===== src/rtl/tilexy_ack_fifo_pkg.sv =====
// Shared types and helpers for the tile ack return-path router.
package tilexy_ack_fifo_pkg;

   localparam int unsigned NPKT_W = 123;
   localparam int unsigned ADDR_W = 43;
   localparam int unsigned DATA_W = 74;
   localparam int unsigned PA_W   = 33;
   localparam int unsigned CRD_W  = 5;
   localparam int unsigned SZ_W   = 2;

   // Narrow link packet, msb first: rsvd[122] snd[121] addr[120:88] sz[87:86]
   // ty[85:81] tx[80:76] ydone[75] xdone[74] data[73:0]
   typedef struct packed {
      logic              rsvd;
      logic              snd;
      logic [PA_W-1:0]   addr;
      logic [SZ_W-1:0]   sz;
      logic [CRD_W-1:0]  ty;
      logic [CRD_W-1:0]  tx;
      logic              ydone;
      logic              xdone;
      logic [DATA_W-1:0] data;
   } npkt_t;

   // Coordinate this link routes on: X for links 0/1, Y for links 2/3.
   function automatic logic [CRD_W-1:0] route_key(input npkt_t p, input int unsigned idx);
      return (idx < 2) ? p.tx : p.ty;
   endfunction

   // Packet as it goes on the wire: valid set, reserved bit cleared.
   function automatic npkt_t to_link(input npkt_t p);
      npkt_t o;
      o      = p;
      o.snd  = 1'b1;
      o.rsvd = 1'b0;
      return o;
   endfunction

endpackage


===== src/rtl/tilexy_ack_fifo_q.sv =====
// Synchronous packet FIFO; pushes into a full queue are dropped.
module tilexy_ack_fifo_q
   import tilexy_ack_fifo_pkg::*;
#(
   parameter int unsigned DEPTH = 8
) (
   input  logic                     clk,
   input  logic                     rst,
   input  logic                     push,
   input  logic                     pop,
   input  npkt_t                    din,
   output npkt_t                    head,
   output logic [$clog2(DEPTH):0]   count,
   output logic                     full,
   output logic                     empty
);

   localparam int unsigned AW = $clog2(DEPTH);
   localparam int unsigned CW = AW + 1;

   npkt_t         mem [DEPTH];
   logic [AW-1:0] wr_ptr;
   logic [AW-1:0] rd_ptr;
   logic [CW-1:0] cnt;
   logic          do_push;
   logic          do_pop;

   assign full    = (cnt == CW'(DEPTH));
   assign empty   = (cnt == '0);
   assign do_push = push & ~full;
   assign do_pop  = pop & ~empty;
   assign head    = mem[rd_ptr];
   assign count   = cnt;

   // Pointer and occupancy bookkeeping; pointers wrap naturally.
   always_ff @(posedge clk) begin
      if (rst) begin
         wr_ptr <= '0;
         rd_ptr <= '0;
         cnt    <= '0;
      end else begin
         if (do_push) wr_ptr <= wr_ptr + AW'(1);
         if (do_pop)  rd_ptr <= rd_ptr + AW'(1);
         cnt <= cnt + CW'(do_push) - CW'(do_pop);
      end
   end

   // Storage write; contents need no reset since count gates visibility.
   always_ff @(posedge clk) begin
      if (do_push) mem[wr_ptr] <= din;
   end

endmodule


===== src/rtl/tilexy_ack_fifo.sv =====
// Ack return-path router for one mesh dimension: local injection, transit and eject.
module tilexy_ack_fifo
   import tilexy_ack_fifo_pkg::*;
#(
   parameter int unsigned TILE_X   = 0,
   parameter int unsigned TILE_Y   = 0,
   parameter int unsigned IDX      = 0,
   parameter int unsigned DEPTH    = 8,
   parameter int unsigned AF_SLACK = 2
) (
   input  logic                    clk,
   input  logic                    rst,
   input  logic                    rsp_en,
   input  logic [DATA_W-1:0]       rsp_data,
   input  logic [ADDR_W-1:0]       rsp_addr,
   input  logic [SZ_W-1:0]         rsp_sz,
   output logic                    rsp_stall,
   input  logic [1:0][NPKT_W-1:0]  lnk_in,
   output logic [1:0]              lnk_in_full,
   output logic [1:0][NPKT_W-1:0]  lnk_out,
   input  logic [1:0]              lnk_out_full,
   output logic                    ack_valid,
   input  logic                    ack_ready,
   output logic [DATA_W-1:0]       ack_data,
   output logic [ADDR_W-1:0]       ack_addr,
   output logic [SZ_W-1:0]         ack_sz,
   output logic                    ovf_err
);

   localparam int unsigned AW    = $clog2(DEPTH);
   localparam int unsigned OW    = AW + 2;
   localparam logic [OW-1:0]    AF_TH = OW'(DEPTH - AF_SLACK);
   localparam logic [CRD_W-1:0] OWN   = CRD_W'((IDX < 2) ? TILE_X : TILE_Y);
   // Queue slots: transit back/fwd share the link index, eject queues follow.
   localparam int unsigned QT0 = 0;
   localparam int unsigned QT1 = 1;
   localparam int unsigned QE0 = 2;
   localparam int unsigned QE1 = 3;

   npkt_t         in_pkt [2];
   logic [1:0]    in_ej;
   logic [1:0]    in_tr;
   npkt_t         loc_pkt;
   npkt_t         hold_pkt;
   logic          hold_valid;
   logic [CRD_W-1:0] hold_key;
   logic          hold_fwd;
   logic          hold_back;
   logic          hold_ej;
   logic          accept;
   logic [3:0]    q_push;
   logic [3:0]    q_pop;
   logic [3:0]    q_full;
   logic [3:0]    q_empty;
   logic [3:0]    q_ovf;
   npkt_t         q_din  [4];
   npkt_t         q_head [4];
   logic [AW:0]   q_cnt  [4];
   logic [OW-1:0] q_nocc [4];
   logic          rr_q;
   logic          lock_q;
   logic          lock_sel_q;
   logic          grant;
   npkt_t         ack_pkt;

   // Classify incoming link packets as eject or pass-through.
   always_comb begin
      in_ej = '0;
      in_tr = '0;
      for (int p = 0; p < 2; p++) begin
         in_pkt[p] = lnk_in[p];
         in_ej[p]  = in_pkt[p].snd & (route_key(in_pkt[p], IDX) == OWN);
         in_tr[p]  = in_pkt[p].snd & (route_key(in_pkt[p], IDX) != OWN);
      end
   end

   // Format a local ack as a link packet.
   always_comb begin
      loc_pkt       = '0;
      loc_pkt.data  = rsp_data;
      loc_pkt.xdone = (IDX < 2);
      loc_pkt.ydone = (IDX >= 2);
      loc_pkt.tx    = rsp_addr[PA_W +: CRD_W];
      loc_pkt.ty    = rsp_addr[PA_W+CRD_W +: CRD_W];
      loc_pkt.sz    = rsp_sz;
      loc_pkt.addr  = rsp_addr[PA_W-1:0];
      loc_pkt.snd   = 1'b1;
   end

   // Queue write steering; transit wins, the hold reg fills in idle slots.
   always_comb begin
      q_push    = '0;
      q_din[0]  = hold_pkt;
      q_din[1]  = hold_pkt;
      q_din[2]  = hold_pkt;
      q_din[3]  = hold_pkt;
      accept    = 1'b0;
      hold_key  = route_key(hold_pkt, IDX);
      hold_ej   = (hold_key == OWN);
      hold_fwd  = (hold_key > OWN);
      hold_back = (hold_key < OWN);
      if (hold_valid) begin
         if (hold_fwd)       accept = ~in_tr[0] & ~q_full[QT1];
         else if (hold_back) accept = ~in_tr[1] & ~q_full[QT0];
         else                accept = ~in_ej[0] & ~q_full[QE0];
      end
      q_push[QT0] = in_tr[1] | (accept & hold_back);
      q_push[QT1] = in_tr[0] | (accept & hold_fwd);
      q_push[QE0] = in_ej[0] | (accept & hold_ej);
      q_push[QE1] = in_ej[1];
      if (in_tr[1]) q_din[QT0] = in_pkt[1];
      if (in_tr[0]) q_din[QT1] = in_pkt[0];
      if (in_ej[0]) q_din[QE0] = in_pkt[0];
      q_din[QE1] = in_pkt[1];
      q_ovf = q_push & q_full;
   end

   assign rsp_stall = hold_valid & ~accept;

   // One-entry local hold register; refills only when empty or draining.
   always_ff @(posedge clk) begin
      if (rst) begin
         hold_valid <= 1'b0;
         hold_pkt   <= '0;
      end else if (~hold_valid | accept) begin
         hold_valid <= rsp_en;
         if (rsp_en) hold_pkt <= loc_pkt;
      end
   end

   // Round-robin eject grant with lock while the consumer stalls; queue pops.
   always_comb begin
      grant = 1'b0;
      if (lock_q)    grant = lock_sel_q;
      else if (rr_q) grant = ~q_empty[QE1];
      else           grant = q_empty[QE0];
      ack_valid = grant ? ~q_empty[QE1] : ~q_empty[QE0];
      ack_pkt   = '0;
      if (ack_valid) ack_pkt = grant ? q_head[QE1] : q_head[QE0];
      q_pop      = '0;
      q_pop[QT0] = ~q_empty[QT0] & ~lnk_out_full[0];
      q_pop[QT1] = ~q_empty[QT1] & ~lnk_out_full[1];
      q_pop[QE0] = ack_valid & ack_ready & ~grant;
      q_pop[QE1] = ack_valid & ack_ready & grant;
   end

   assign ack_data = ack_pkt.data;
   assign ack_addr = {ack_pkt.ty, ack_pkt.tx, ack_pkt.addr};
   assign ack_sz   = ack_pkt.sz;

   // Arbiter state: pointer flips after every handshake.
   always_ff @(posedge clk) begin
      if (rst) begin
         rr_q       <= 1'b0;
         lock_q     <= 1'b0;
         lock_sel_q <= 1'b0;
      end else begin
         lock_q     <= ack_valid & ~ack_ready;
         lock_sel_q <= grant;
         if (ack_valid & ack_ready) rr_q <= ~grant;
      end
   end

   // Next-cycle occupancy for early backpressure.
   always_comb begin
      for (int i = 0; i < 4; i++) begin
         q_nocc[i] = OW'(q_cnt[i]) + OW'(q_push[i] & ~q_full[i]) - OW'(q_pop[i]);
      end
   end

   // Link output registers, almost-full flags and sticky overflow.
   always_ff @(posedge clk) begin
      if (rst) begin
         lnk_out     <= '0;
         lnk_in_full <= '0;
         ovf_err     <= 1'b0;
      end else begin
         lnk_in_full[0] <= (q_nocc[QT1] >= AF_TH) | (q_nocc[QE0] >= AF_TH);
         lnk_in_full[1] <= (q_nocc[QT0] >= AF_TH) | (q_nocc[QE1] >= AF_TH);
         for (int d = 0; d < 2; d++) begin
            lnk_out[d] <= q_pop[d] ? to_link(q_head[d]) : '0;
         end
         if (|q_ovf) ovf_err <= 1'b1;
      end
   end

   ovf_check: assert property (@(posedge clk) disable iff (rst) q_ovf == 4'b0);

   for (genvar i = 0; i < 4; i++) begin : g_q
      tilexy_ack_fifo_q #(.DEPTH(DEPTH)) u_q (
         .clk   (clk),
         .rst   (rst),
         .push  (q_push[i]),
         .pop   (q_pop[i]),
         .din   (q_din[i]),
         .head  (q_head[i]),
         .count (q_cnt[i]),
         .full  (q_full[i]),
         .empty (q_empty[i])
      );
   end

endmodule


===== config.mk =====
export PLATFORM = sky130hd
export DESIGN_NAME = tilexy_ack_fifo
export DESIGN_NICKNAME = d
export VERILOG_FILES = /design/src/rtl/tilexy_ack_fifo_pkg.sv /design/src/rtl/tilexy_ack_fifo_q.sv /design/src/rtl/tilexy_ack_fifo.sv
export SDC_FILE = /design/constraint.sdc
export NUM_CORES = 2
export LEC_CHECK = 0
export ABC_AREA = 0
export CORE_UTILIZATION = 40
export DETAILED_ROUTE_END_ITERATION = 8
export PLACE_DENSITY = 0.59
export SLEW_MARGIN = 25
export SYNTH_ARGS = -nofsm -noshare
export SYNTH_HDL_FRONTEND = slang
export SYNTH_SLANG_ARGS = --single-unit

===== constraint.sdc =====
create_clock -name clk -period 47.9 [get_ports clk]
set_clock_uncertainty 0.05 [all_clocks]
set_input_delay 7.185 -clock clk [delete_from_list [all_inputs] [get_ports clk]]
set_output_delay 7.185 -clock clk [all_outputs]
set_load 0.02 [all_outputs]

==> flow_summary.yaml <==
routing:
  wire_per_inst_um: 31.25
  drt_wl_total_um: 465600
  first_iter_violations: 9135
  dr.pass1.iters: 5
  ant_nets: 0
  vias: 82650
  vias_per_cell: 5.547
  drc_errors: 0
cells_and_area:
  synthToLayoutAreaGrowth_pct: 17.72
  layout-drive-gt1-share_pct: 21.35
  final_cell_mix: "3840 x edfxtp_1, 974 x nand2_1, 960 x mux4_2"
  layout_commonest_cell: "edfxtp_1"
  final_cells: 14900
  nets: 9443
  fin_area_mm2: 0.1910
floorplanning:
  fp.dieW_um: 638.8
  core_area_mm2: 0.4032
  rows: 233
  start_util_pct: 40.23
  die_h_um: 638.8
  io_pins: 741
  dieArea_mm2: 0.4081
clock_network:
  cts_resized: 0
  h-tree-depth: 5
  numCtsBuffers: 439
  clk_latency_ns: 0.99
  cts_tree: "done"
  clk_pin_slew_worst_paths_ns: 0.06
  cts_hold_buffers: 0
  cts_root_buffer: "clkbuf_16"
  clock_sinks: 4263
  clockBufferDepth: 4
  post_cts_buffers: 0
sta:
  period_needed_ns: 17.37
  timing.hold.ws_ns: 0.4366
  finalHoldViolCount: 0
  maxClockFrequency_ghz: 0.05758
  period_share_pct: 36.26
  setup_viol: 0
  rsz0062_at_grt: "no"
  setup_tns_ns: 0
  slew_violations: 0
  tightest_slew_ns: 1.224
  slew_headroom_pct: 17.90
synthesis:
  synth_cell_types: 53
  synth-async-reset-ratio_pct: 0
  avgSynthCellArea_um2: 19.88
  synth_largest_area_cell: "edfxtp_1"
  ys_seq_area_share_pct: 76.31
  synthFlopType: "edfxtp_1"
  yosysTopAreaCellShare_pct: 71.09
  synthTopCellsByArea: "edfxtp_1 71%, mux4_2 13%, dfxtp_1 5.2%"
  yosysWarnings: 0
  syn_area_mm2: 0.1622
  synth-edff-count: 3840
  ys_ff_latch: 4263
  synthCells: 8160
place:
  placed_cell_area_mm2: 0.1761
  gp_congestion: 0.8635
  placedCellCount: 13990
  port_buffers: 736
  dpl.hpwl_um: 294300
grt:
  antenna_found_initial: 165
  first_global_vias: 81220
  grt_usage_pct: 22.35
  grt_max_degree: 139
  grt_remaining_overflow: 0
  grt_pass1_wl_um: 641500
setup_path:
  cpPeakStageDelay_ns: 0.99
  path_cells: "clkdlybuf4s50_1, nor3_1, a32oi_1, o22ai_1, clkdlybuf4s50_1"
  worst-path-buf-inv: 2
  crit_path_end_kind: "output port"
  crit_family: "buffers and inverters"
  cp-start-kind: "primary input"
  slowest_stage: "clkdlybuf4s50_1"
  setup.worst_path.start: "lnk_in[79]"
  path_max_fanout: 4
  cp_common_cell: "clkdlybuf4s50_1"
  crit_type: "in2out"
  worstPathArrival_ns: 10.13
  critPathRequiredTime_ns: 40.66
hold_path:
  holdCritPathClass: "reg2reg"
  min_from: "hold_key[0]"
run_status:
  status: "finished clean"
power_and_ir_drop:
  p_per_area_mw_per_mm2: 54.32
  finalPower_uw: 10370
  p_leak_uw: 0.06031
  ir_drop_mv: 0.05574
flow_run:
  drv.max_cap_violation_count: 0
-- through the flow --
stage               worst slack [ns]  utilization, %
floorplan                      26.71               -
global placement               30.65           43.65
detailed placement             30.59           43.68
CTS                            30.57           47.30
global route                   30.47           47.34
finish                         30.53           47.36
-- worst min-delay path, delay by kind of cell, from the launching register on --
family,cells,cell delay (ns)
DFF,1,0.33
AOI/OAI and AO/OA,1,0.05
and+or+nand+nor,1,0.06
-- layout make-up --
type	count	area, um^2
antenna	85	212.7
clock buffer	605	12320
clock inverter	222	2252
fill	33320	212200
inverter	45	168.9
multi-input combinational	3394	36550
sequential	4263	123800
tap	5405	6763
timing repair buffer	881	8864
-- flip-flops by register name, summed over array words and instances (netlist names), 2 cells and up, named ones only --
name and count:
g_q.u_q.mem 3840, lnk_out 244, hold_pkt 115, g_q.u_q.count 16, g_q.u_q.rd_ptr 12, g_q.u_q.wr_ptr 12
hold_key 5, lnk_in_full 2
-- where the power goes --
group | switching (uW) | internal (uW)
sequential | 122 | 4280
clock | 1430 | 2000
combinational | 1520 | 1020
-- final timing paths --
check,endpoint,slack [ns],cells past startpoint
worst max-delay path,rsp_stall,30.53,5
worst min-delay path,hold_key[0],0.44,2
worst max register to register,lnk_out[108],43.15,6
worst min register to register,hold_key[0],0.44,2
-- cell families after synthesis --
| family | synth area share [%] |
|---|---|
| flip-flops | 76.31 |
| multiplexers | 16.82 |
| AND/OR/NAND/NOR | 3.434 |
| buffers and inverters | 1.364 |
| AO/OA/AOI/OAI | 1.515 |
| adder cells (fa/ha/maj) | 0.3980 |
| XOR/XNOR | 0.1566 |
| other | 0.002312 |
-- cells in the mapped netlist (all sizes together), types with 3 or more instances --
cell / number
a211oi: 118
a21o: 6
a21oi: 262
and2: 7
buf: 224
clkbuf: 235
dfxtp: 423
edfxtp: 3840
fa: 6
ha: 42
inv: 45
mux2: 177
mux2i: 367
mux4: 960
nand2: 974
nand2b: 10
nand3: 4
nor2: 306
nor2b: 63
nor3: 13
nor3b: 9
nor4: 3
nor4b: 3
o21ai: 5
o21bai: 3
xnor2: 16
xor2: 13
-- metal layers --
metal	up-vias	global-route usage, %	share of wire (%)
li1	34400	-	-
met1	44190	31.55	42
met2	3221	33.04	45
met3	800	3.631	6.9
met4	32	12.76	5.8
met5	-	0	0.044
Note: power is estimated with default switching activity, not from simulation.
